`src/rtl/fp_mul_pkg.sv`:
```
// Shared types and constants for the shared floating-point multiplier arbiter.
package fp_mul_pkg;

  localparam int DATA_WIDTH_DEF = 32;
  localparam int EXC_CNT_W      = 16;

  typedef enum logic [1:0] {
    IDLE = 2'b00,
    CALC = 2'b01,
    RESP = 2'b10
  } arb_state_e;

endpackage

```
`src/rtl/fp_mul_arbiter_if.sv`:
```
// Request/response bundle between the floating-point clients (master) and fp_mul_arbiter (slave).
interface fp_mul_arbiter_if
  import fp_mul_pkg::*;
#(
  parameter int NUM_REQ    = 4,
  parameter int DATA_WIDTH = DATA_WIDTH_DEF,
  parameter int ID_W       = $clog2(NUM_REQ)
);

  logic [NUM_REQ-1:0]            req_valid;
  logic [NUM_REQ-1:0]            req_ready;
  logic [NUM_REQ*DATA_WIDTH-1:0] req_a;
  logic [NUM_REQ*DATA_WIDTH-1:0] req_b;
  logic                          rsp_valid;
  logic                          rsp_ready;
  logic [ID_W-1:0]               rsp_id;
  logic [DATA_WIDTH-1:0]         rsp_m;
  logic                          rsp_overflow;
  logic                          rsp_underflow;
  logic [EXC_CNT_W-1:0]          exc_count;

  modport master (
    output req_valid, req_a, req_b, rsp_ready,
    input  req_ready, rsp_valid, rsp_id, rsp_m, rsp_overflow, rsp_underflow, exc_count
  );

  modport slave (
    input  req_valid, req_a, req_b, rsp_ready,
    output req_ready, rsp_valid, rsp_id, rsp_m, rsp_overflow, rsp_underflow, exc_count
  );

endinterface

```
`src/rtl/fp_rr_arbiter.sv`:
```
// Combinational round-robin pick: first asserted request at or after rr_ptr, searched cyclically.
module fp_rr_arbiter #(
  parameter int NUM_REQ = 4,
  parameter int ID_W    = $clog2(NUM_REQ)
) (
  input  logic [NUM_REQ-1:0] req,
  input  logic [ID_W-1:0]    rr_ptr,
  output logic [NUM_REQ-1:0] grant,
  output logic [ID_W-1:0]    grant_idx,
  output logic               any_valid
);

  logic [ID_W-1:0] cand_s;

  // Cyclic priority search starting at the round-robin pointer.
  always_comb begin
    grant     = '0;
    grant_idx = '0;
    any_valid = 1'b0;
    cand_s    = '0;
    for (int i = 0; i < NUM_REQ; i++) begin
      cand_s = ID_W'((int'(rr_ptr) + i) % NUM_REQ);
      if (!any_valid && req[cand_s]) begin
        any_valid     = 1'b1;
        grant_idx     = cand_s;
        grant[cand_s] = 1'b1;
      end else begin
        any_valid = any_valid;
      end
    end
  end

endmodule

```
`src/rtl/mul_main.sv`:
```
// Combinational IEEE-754 single multiplier: round-to-nearest-even, zero/denormal inputs
// flush to signed zero, overflow saturates to infinity, underflow flushes to zero.
module mul_main (
  input  logic [31:0] a,
  input  logic [31:0] b,
  output logic [31:0] m,
  output logic        overflow,
  output logic        underflow
);

  logic               sign_s;
  logic [47:0]        prod_s;
  logic [47:0]        norm_s;
  logic               round_up_s;
  logic [24:0]        sig_r_s;
  logic [22:0]        frac_s;
  logic signed [9:0]  exp_s;

  // Significand product, normalisation, rounding and exception classification.
  always_comb begin
    sign_s     = a[31] ^ b[31];
    prod_s     = {1'b1, a[22:0]} * {1'b1, b[22:0]};
    norm_s     = prod_s[47] ? prod_s : (prod_s << 1);
    round_up_s = norm_s[23] & ((|norm_s[22:0]) | norm_s[24]);
    sig_r_s    = {1'b0, norm_s[47:24]} + {24'd0, round_up_s};
    frac_s     = sig_r_s[24] ? sig_r_s[23:1] : sig_r_s[22:0];
    exp_s      = $signed({2'b00, a[30:23]}) + $signed({2'b00, b[30:23]}) - 10'sd127
               + $signed({9'd0, prod_s[47]}) + $signed({9'd0, sig_r_s[24]});
    m          = 32'd0;
    overflow   = 1'b0;
    underflow  = 1'b0;
    if ((a[30:23] == 8'd0) || (b[30:23] == 8'd0)) begin
      m = {sign_s, 31'd0};
    end else if (exp_s >= 10'sd255) begin
      m        = {sign_s, 8'hFF, 23'd0};
      overflow = 1'b1;
    end else if (exp_s <= 10'sd0) begin
      m         = {sign_s, 31'd0};
      underflow = 1'b1;
    end else begin
      m = {sign_s, exp_s[7:0], frac_s};
    end
  end

endmodule

```
`src/rtl/fp_mul_arbiter.sv`:
```
// Round-robin sharing of one mul_main among NUM_REQ valid/ready requesters with a registered
// response port. Define FP_MUL_ARB_EXC_CNT_EN to enable the saturating exception counter.
module fp_mul_arbiter
  import fp_mul_pkg::*;
#(
  parameter int DATA_WIDTH = DATA_WIDTH_DEF,
  parameter int NUM_REQ    = 4,
  parameter int ID_W       = $clog2(NUM_REQ)
) (
  input  logic             clk,
  input  logic             rst_n,
  fp_mul_arbiter_if.slave  bus
);

  arb_state_e            state_r;
  logic [ID_W-1:0]       rr_ptr_r;
  logic [DATA_WIDTH-1:0] op_a_r;
  logic [DATA_WIDTH-1:0] op_b_r;
  logic [ID_W-1:0]       id_r;
  logic                  rsp_valid_r;
  logic [ID_W-1:0]       rsp_id_r;
  logic [DATA_WIDTH-1:0] rsp_m_r;
  logic                  rsp_ovf_r;
  logic                  rsp_unf_r;

  logic [NUM_REQ-1:0]    grant_oh_s;
  logic [ID_W-1:0]       grant_idx_s;
  logic                  any_valid_s;
  logic                  take_s;
  logic                  grant_fire_s;
  logic [NUM_REQ-1:0]    req_ready_s;
  logic [ID_W-1:0]       rr_next_s;
  logic [DATA_WIDTH-1:0] sel_a_s;
  logic [DATA_WIDTH-1:0] sel_b_s;
  logic [DATA_WIDTH-1:0] mul_m_s;
  logic                  mul_ovf_s;
  logic                  mul_unf_s;

  fp_rr_arbiter #(
    .NUM_REQ (NUM_REQ),
    .ID_W    (ID_W)
  ) u_rr (
    .req       (bus.req_valid),
    .rr_ptr    (rr_ptr_r),
    .grant     (grant_oh_s),
    .grant_idx (grant_idx_s),
    .any_valid (any_valid_s)
  );

  mul_main u_mul (
    .a         (op_a_r),
    .b         (op_b_r),
    .m         (mul_m_s),
    .overflow  (mul_ovf_s),
    .underflow (mul_unf_s)
  );

  // Grant is only offered when idle or while the current response is being consumed.
  always_comb begin
    take_s       = 1'b0;
    req_ready_s  = '0;
    rr_next_s    = '0;
    sel_a_s      = '0;
    sel_b_s      = '0;
    if (!rst_n) begin
      take_s = 1'b0;
    end else if (state_r == IDLE) begin
      take_s = 1'b1;
    end else if ((state_r == RESP) && bus.rsp_ready) begin
      take_s = 1'b1;
    end else begin
      take_s = 1'b0;
    end
    grant_fire_s = take_s && any_valid_s;
    if (grant_fire_s) begin
      req_ready_s = grant_oh_s;
    end else begin
      req_ready_s = '0;
    end
    if (grant_idx_s == ID_W'(NUM_REQ - 1)) begin
      rr_next_s = '0;
    end else begin
      rr_next_s = grant_idx_s + ID_W'(1);
    end
    for (int i = 0; i < NUM_REQ; i++) begin
      if (grant_oh_s[i]) begin
        sel_a_s = bus.req_a[i*DATA_WIDTH +: DATA_WIDTH];
        sel_b_s = bus.req_b[i*DATA_WIDTH +: DATA_WIDTH];
      end else begin
        sel_a_s = sel_a_s;
        sel_b_s = sel_b_s;
      end
    end
  end

  // Control FSM with operand latch and registered response.
  always_ff @(posedge clk) begin
    if (!rst_n) begin
      state_r     <= IDLE;
      rr_ptr_r    <= '0;
      op_a_r      <= '0;
      op_b_r      <= '0;
      id_r        <= '0;
      rsp_valid_r <= 1'b0;
      rsp_id_r    <= '0;
      rsp_m_r     <= '0;
      rsp_ovf_r   <= 1'b0;
      rsp_unf_r   <= 1'b0;
    end else begin
      if (grant_fire_s) begin
        op_a_r   <= sel_a_s;
        op_b_r   <= sel_b_s;
        id_r     <= grant_idx_s;
        rr_ptr_r <= rr_next_s;
      end
      case (state_r)
        IDLE: begin
          if (grant_fire_s) begin
            state_r <= CALC;
          end
        end
        CALC: begin
          rsp_m_r     <= mul_m_s;
          rsp_ovf_r   <= mul_ovf_s;
          rsp_unf_r   <= mul_unf_s;
          rsp_id_r    <= id_r;
          rsp_valid_r <= 1'b1;
          state_r     <= RESP;
        end
        RESP: begin
          if (bus.rsp_ready) begin
            rsp_valid_r <= 1'b0;
            state_r     <= grant_fire_s ? CALC : IDLE;
          end
        end
        default: begin
          rsp_valid_r <= 1'b0;
          state_r     <= IDLE;
        end
      endcase
    end
  end

`ifdef FP_MUL_ARB_EXC_CNT_EN
  logic [EXC_CNT_W-1:0] exc_cnt_r;

  // Saturating count of results registered with an exception flag.
  always_ff @(posedge clk) begin
    if (!rst_n) begin
      exc_cnt_r <= '0;
    end else if ((state_r == CALC) && (mul_ovf_s || mul_unf_s) && (exc_cnt_r != {EXC_CNT_W{1'b1}})) begin
      exc_cnt_r <= exc_cnt_r + EXC_CNT_W'(1);
    end else begin
      exc_cnt_r <= exc_cnt_r;
    end
  end

  assign bus.exc_count = exc_cnt_r;
`else
  assign bus.exc_count = '0;
`endif

  assign bus.req_ready     = req_ready_s;
  assign bus.rsp_valid     = rsp_valid_r;
  assign bus.rsp_id        = rsp_id_r;
  assign bus.rsp_m         = rsp_m_r;
  assign bus.rsp_overflow  = rsp_ovf_r;
  assign bus.rsp_underflow = rsp_unf_r;

endmodule

```
`src/flat_wrapper.sv`:
```
// flat-port wrapper written by rule: the top's interface ports become plain ports
module fp_mul_arbiter_flat import fp_mul_pkg::*;
#(
  parameter int DATA_WIDTH = DATA_WIDTH_DEF,
  parameter int NUM_REQ    = 4,
  parameter int ID_W       = $clog2(NUM_REQ)
)
  (clk, rst_n, bus_req_valid, bus_req_a, bus_req_b, bus_rsp_ready, bus_req_ready, bus_rsp_valid, bus_rsp_id, bus_rsp_m, bus_rsp_overflow, bus_rsp_underflow, bus_exc_count);
  fp_mul_arbiter_if #(.NUM_REQ(NUM_REQ), .DATA_WIDTH(DATA_WIDTH), .ID_W(ID_W)) bus_i ();
  input  logic clk;
  input  logic rst_n;
  input wire logic [$bits(bus_i.req_valid)-1:0] bus_req_valid;
  input wire logic [$bits(bus_i.req_a)-1:0] bus_req_a;
  input wire logic [$bits(bus_i.req_b)-1:0] bus_req_b;
  input wire logic [$bits(bus_i.rsp_ready)-1:0] bus_rsp_ready;
  output wire logic [$bits(bus_i.req_ready)-1:0] bus_req_ready;
  output wire logic [$bits(bus_i.rsp_valid)-1:0] bus_rsp_valid;
  output wire logic [$bits(bus_i.rsp_id)-1:0] bus_rsp_id;
  output wire logic [$bits(bus_i.rsp_m)-1:0] bus_rsp_m;
  output wire logic [$bits(bus_i.rsp_overflow)-1:0] bus_rsp_overflow;
  output wire logic [$bits(bus_i.rsp_underflow)-1:0] bus_rsp_underflow;
  output wire logic [$bits(bus_i.exc_count)-1:0] bus_exc_count;
  assign bus_i.req_valid = bus_req_valid;
  assign bus_i.req_a = bus_req_a;
  assign bus_i.req_b = bus_req_b;
  assign bus_i.rsp_ready = bus_rsp_ready;
  assign bus_req_ready = bus_i.req_ready;
  assign bus_rsp_valid = bus_i.rsp_valid;
  assign bus_rsp_id = bus_i.rsp_id;
  assign bus_rsp_m = bus_i.rsp_m;
  assign bus_rsp_overflow = bus_i.rsp_overflow;
  assign bus_rsp_underflow = bus_i.rsp_underflow;
  assign bus_exc_count = bus_i.exc_count;
  fp_mul_arbiter #(.DATA_WIDTH(DATA_WIDTH), .NUM_REQ(NUM_REQ), .ID_W(ID_W)) u_core (.clk(clk), .rst_n(rst_n), .bus(bus_i));
endmodule
```
`config.mk`:
```
export PLATFORM = sky130hd
export DESIGN_NAME = fp_mul_arbiter_flat
export DESIGN_NICKNAME = d
export VERILOG_FILES = /design/src/rtl/fp_mul_pkg.sv /design/src/rtl/fp_mul_arbiter_if.sv /design/src/rtl/fp_rr_arbiter.sv /design/src/rtl/mul_main.sv /design/src/rtl/fp_mul_arbiter.sv /design/src/flat_wrapper.sv
export SDC_FILE = /design/constraint.sdc
export NUM_CORES = 2
export LEC_CHECK = 0
export ABC_AREA = 1
export CORE_MARGIN = 5
export CORE_UTILIZATION = 60
export CTS_BUF_LIST = sky130_fd_sc_hd__clkbuf_4 sky130_fd_sc_hd__clkbuf_8 sky130_fd_sc_hd__clkbuf_16
export DETAILED_ROUTE_END_ITERATION = 7
export GPL_ROUTABILITY_DRIVEN = 0
export PLACE_DENSITY_LB_ADDON = 0.12
export SLEW_MARGIN = 0
export SYNTH_ARGS = -nofsm -noshare
export SYNTH_HDL_FRONTEND = slang
export SYNTH_SLANG_ARGS = --single-unit
```
`constraint.sdc`:
```
create_clock -name clk -period 13.4 [get_ports clk]
set_input_delay 2.01 -clock clk [delete_from_list [all_inputs] [get_ports clk]]
set_output_delay 2.01 -clock clk [all_outputs]
set_load 0.1 [all_outputs]
```
==> impl_metrics.ini <==
[critical_path]
crit_top_cell = fa_1
critPathKind = register to register
startpoint = u_core.op_a_r[16]
worst_setup_path_start_kind = register
critPathMaxFanout = 39
r2r_start = u_core.op_a_r[16]
cp_top_family = adder cells
slowest_delay_ps = 1180
path_buf_inv = 10
cp.required_ps = 13650
ff2ff_setup_slack_ps = 1900
cp.arrival_ps = 11760
critPathCaptureType = register
crit_path_top_delay_cell = dfxtp_1

[floorplanning]
die_x_microns = 230
ioPinCount = 320
row_count = 80
initial_core_util = 0.606
die_area_sq_um = 52700
core_sq_um = 47700
dieHeight_microns = 230

[cts]
path_clk_slew_ps = 80
cts_hold_buf = 0
cts_resized = 0
cts_setup_buffers = 0
cts_buffer_depth = 2
cts_tree = built
clock_latency_ps = 400
htree_num_levels = 3
cts-root-buf = clkbuf_16
cts_buffers = 9
cts_sinks = 107

[finish]
fin_util = 0.682
layout-drive-gt1-share = 0.0350
fill_cells = 4202
final_nets = 5307
syn2layout_area_growth_pct = 12.5
antenna_cells = 0

[route]
antenna_left = 0
num_vias = 26679
wl_microns = 88400
drc = 0
vias_per_cell = 5.35
wl_per_cell_microns = 17.7
dr.first_iter.drc_count = 2248
drt_first_pass_iters = 6

[timing]
period_share = 0.859
worstMarginPinSlew_ps = 1280
rsz0062_at_grt = no
slew_headroom = 0.147
tns_ps = 0
period_needed_ps = 11500
max_clock_freq_mhz = 86.9
hold_viol = 0
finalSetupViolations = 0
hold_ws_ps = 477
drv_slew = 0
fin_skew_ps = 11.3

[logic_synthesis]
ys.flop_type = dfxtp_1
synth_edf_count = 0
yosysWarningCount = 0
syn_avg_cell_area_sq_um = 6.90
yosysSeqAreaShare = 0.0740
synth.distinct_cells = 52
syn-instance-count = 4190
synth_seq_cells = 107
synthArstFlopShare = 0
syn_area_sq_um = 28900

[global_route]
grt_max_degree = 85
overflow = 0
grt.busiest_layer = met2
grt_usage = 0.340
antenna_found_initial = 0
grtUsageMet3 = 0.0581
grt_pass1_vias = 27316
grt_pass1_wl_microns = 143000
grtUsageMet1 = 0.428
gr-usage-met2 = 0.593

[power]
swShare = 0.594
p_switching_mw = 1.82
ir_worst_vdd_mv = 0.139
finalPower_mw = 3.07
p_per_area_nw_per_um2 = 94.3
p_comb_frac = 0.751
power_leakage_nw = 18.1
seqPwrFrac = 0.160
p_int_mw = 1.25
clkPwrFrac = 0.089

[place]
dp_hpwl_microns = 72700
port_buffers = 303

[outcome]
status = complete, no violations

[hold_path]
min_from = u_core.bus.rsp_m[6]
min_path_type = register to register

[job]
cap_viol_max_count = 0
tightest hold or removal path, stage by stage, from the launching register on:
cell     delay [ps]
dfxtp_1         310
nand2_1          60
a21oi_1          60
area by class of cell:
| cell class | instances | area, sq um | share of cell area |
|---|---|---|---|
| Inverter | 1150 | 4320 | 0.133 |
| Clock inverter | 7 | 60.1 | 0.00184 |
| Tap cell | 615 | 769 | 0.0236 |
| Multi-Input combinational cell | 2746 | 21600 | 0.665 |
| Sequential cell | 107 | 2140 | 0.0658 |
| Timing Repair Buffer | 351 | 3390 | 0.104 |
| Clock buffer | 9 | 225 | 0.00692 |
kinds of logic (layout without fill, tap and decap cells):
kind of cell               count (synthesis)  after routing  synth area share
adders and majority gates                679            679             0.419
and+or+nand+nor                         1674           1674             0.238
other                                      1             16          0.000130
DFF                                      107            107            0.0740
AOI/OAI and AO/OA                        337            337            0.0758
xor gates and xnor gates                  39             39            0.0118
buffers and inverters                   1352           1517             0.181
muxes                                      1              1          0.000346
state kept, by name, summed over array words and instances, names as in the netlist:
name                      count
u_core.bus.rsp_id             2
u_core.bus.rsp_overflow       1
u_core.op_a_r                32
u_core.state_r                2
u_core.id_r                   2
u_core.rr_ptr_r               2
u_core.op_b_r                32
u_core.bus.rsp_m             32
u_core.bus.rsp_valid          1
u_core.bus.rsp_underflow      1
worst paths after layout:
| kind | cells after the start | end |
|---|---|---|
| worst min register to register | 2 | u_core.bus.rsp_m[6] |
| worst max-delay path | 52 | u_core.bus.rsp_m[8] |
| worst max register to register | 52 | u_core.bus.rsp_m[8] |
| worst min-delay path | 2 | u_core.bus.rsp_m[6] |
per-layer routing:
metal	share of wire	routed length, microns
met1	0.38	33900
met2	0.49	43200
met3	0.089	7910
met4	0.039	3420
met5	0	0
cell usage after synthesis, types with 6 or more instances:
cell      count  area share
nor3_1       11      0.0019
a31oi_1      67       0.014
a21oi_1      77       0.013
ha_1        195       0.084
buf_4        17      0.0044
o211ai_1    134       0.035
nor2_2       13      0.0028
inv_1      1134        0.15
nor2_1      136       0.018
o21ai_0      25      0.0043
buf_6         8      0.0031
clkbuf_1    150       0.019
buf_1        10      0.0013
xor2_1       20      0.0061
dfxtp_1     107       0.074
nand2_1    1267        0.16
nand2_2      26      0.0056
nand3_1     169       0.029
nor2_4        9      0.0035
inv_2        12      0.0016
xnor2_1      19      0.0058
nand4_1      15      0.0032
o21ai_1       6      0.0010
buf_2        16      0.0028
fa_1        484        0.33
per-stage QoR:
| stage | instance area, sq um | setup slack, ps | cells |
|---|---|---|---|
| global route | 32600 | 1190 | 4985 |
| global placement | 32300 | 2280 | 4969 |
| detailed placement | 32300 | 2060 | 4969 |
| finish | 32600 | 1900 | 4985 |
| floorplan | 29000 | 3540 | 4205 |
| CTS | 32600 | 2030 | 4985 |
power by group through the flow:
stage	Sequential, mW	Clock (mW)	Combinational, mW
detailed placement	0.491	0	2.25
floorplan	0.492	0	1.53
global placement	0.490	0	2.24
global route	0.494	0.287	2.54
CTS	0.484	0.274	2.27
finish	0.492	0.272	2.31
cell usage in the layout (no fill, tap or decap), types with 5 or more instances in the layout:
cell	count
nand2_1	1266
inv_1	1132
fa_1	484
clkdlybuf4s50_1	303
ha_1	195
nand3_1	169
nor2_1	135
o211ai_1	134
dfxtp_1	107
a21oi_1	76
a31oi_1	67
buf_4	48
nand2_2	27
o21ai_0	25
xor2_1	20
xnor2_1	19
conb_1	16
nand4_1	15
inv_2	14
nor2_2	13
nor3_1	11
nor2_4	10
clkbuf_16	9
or2_2	5
o21ai_1	5
nand3b_1	5
(Power assumes the default switching activity.)
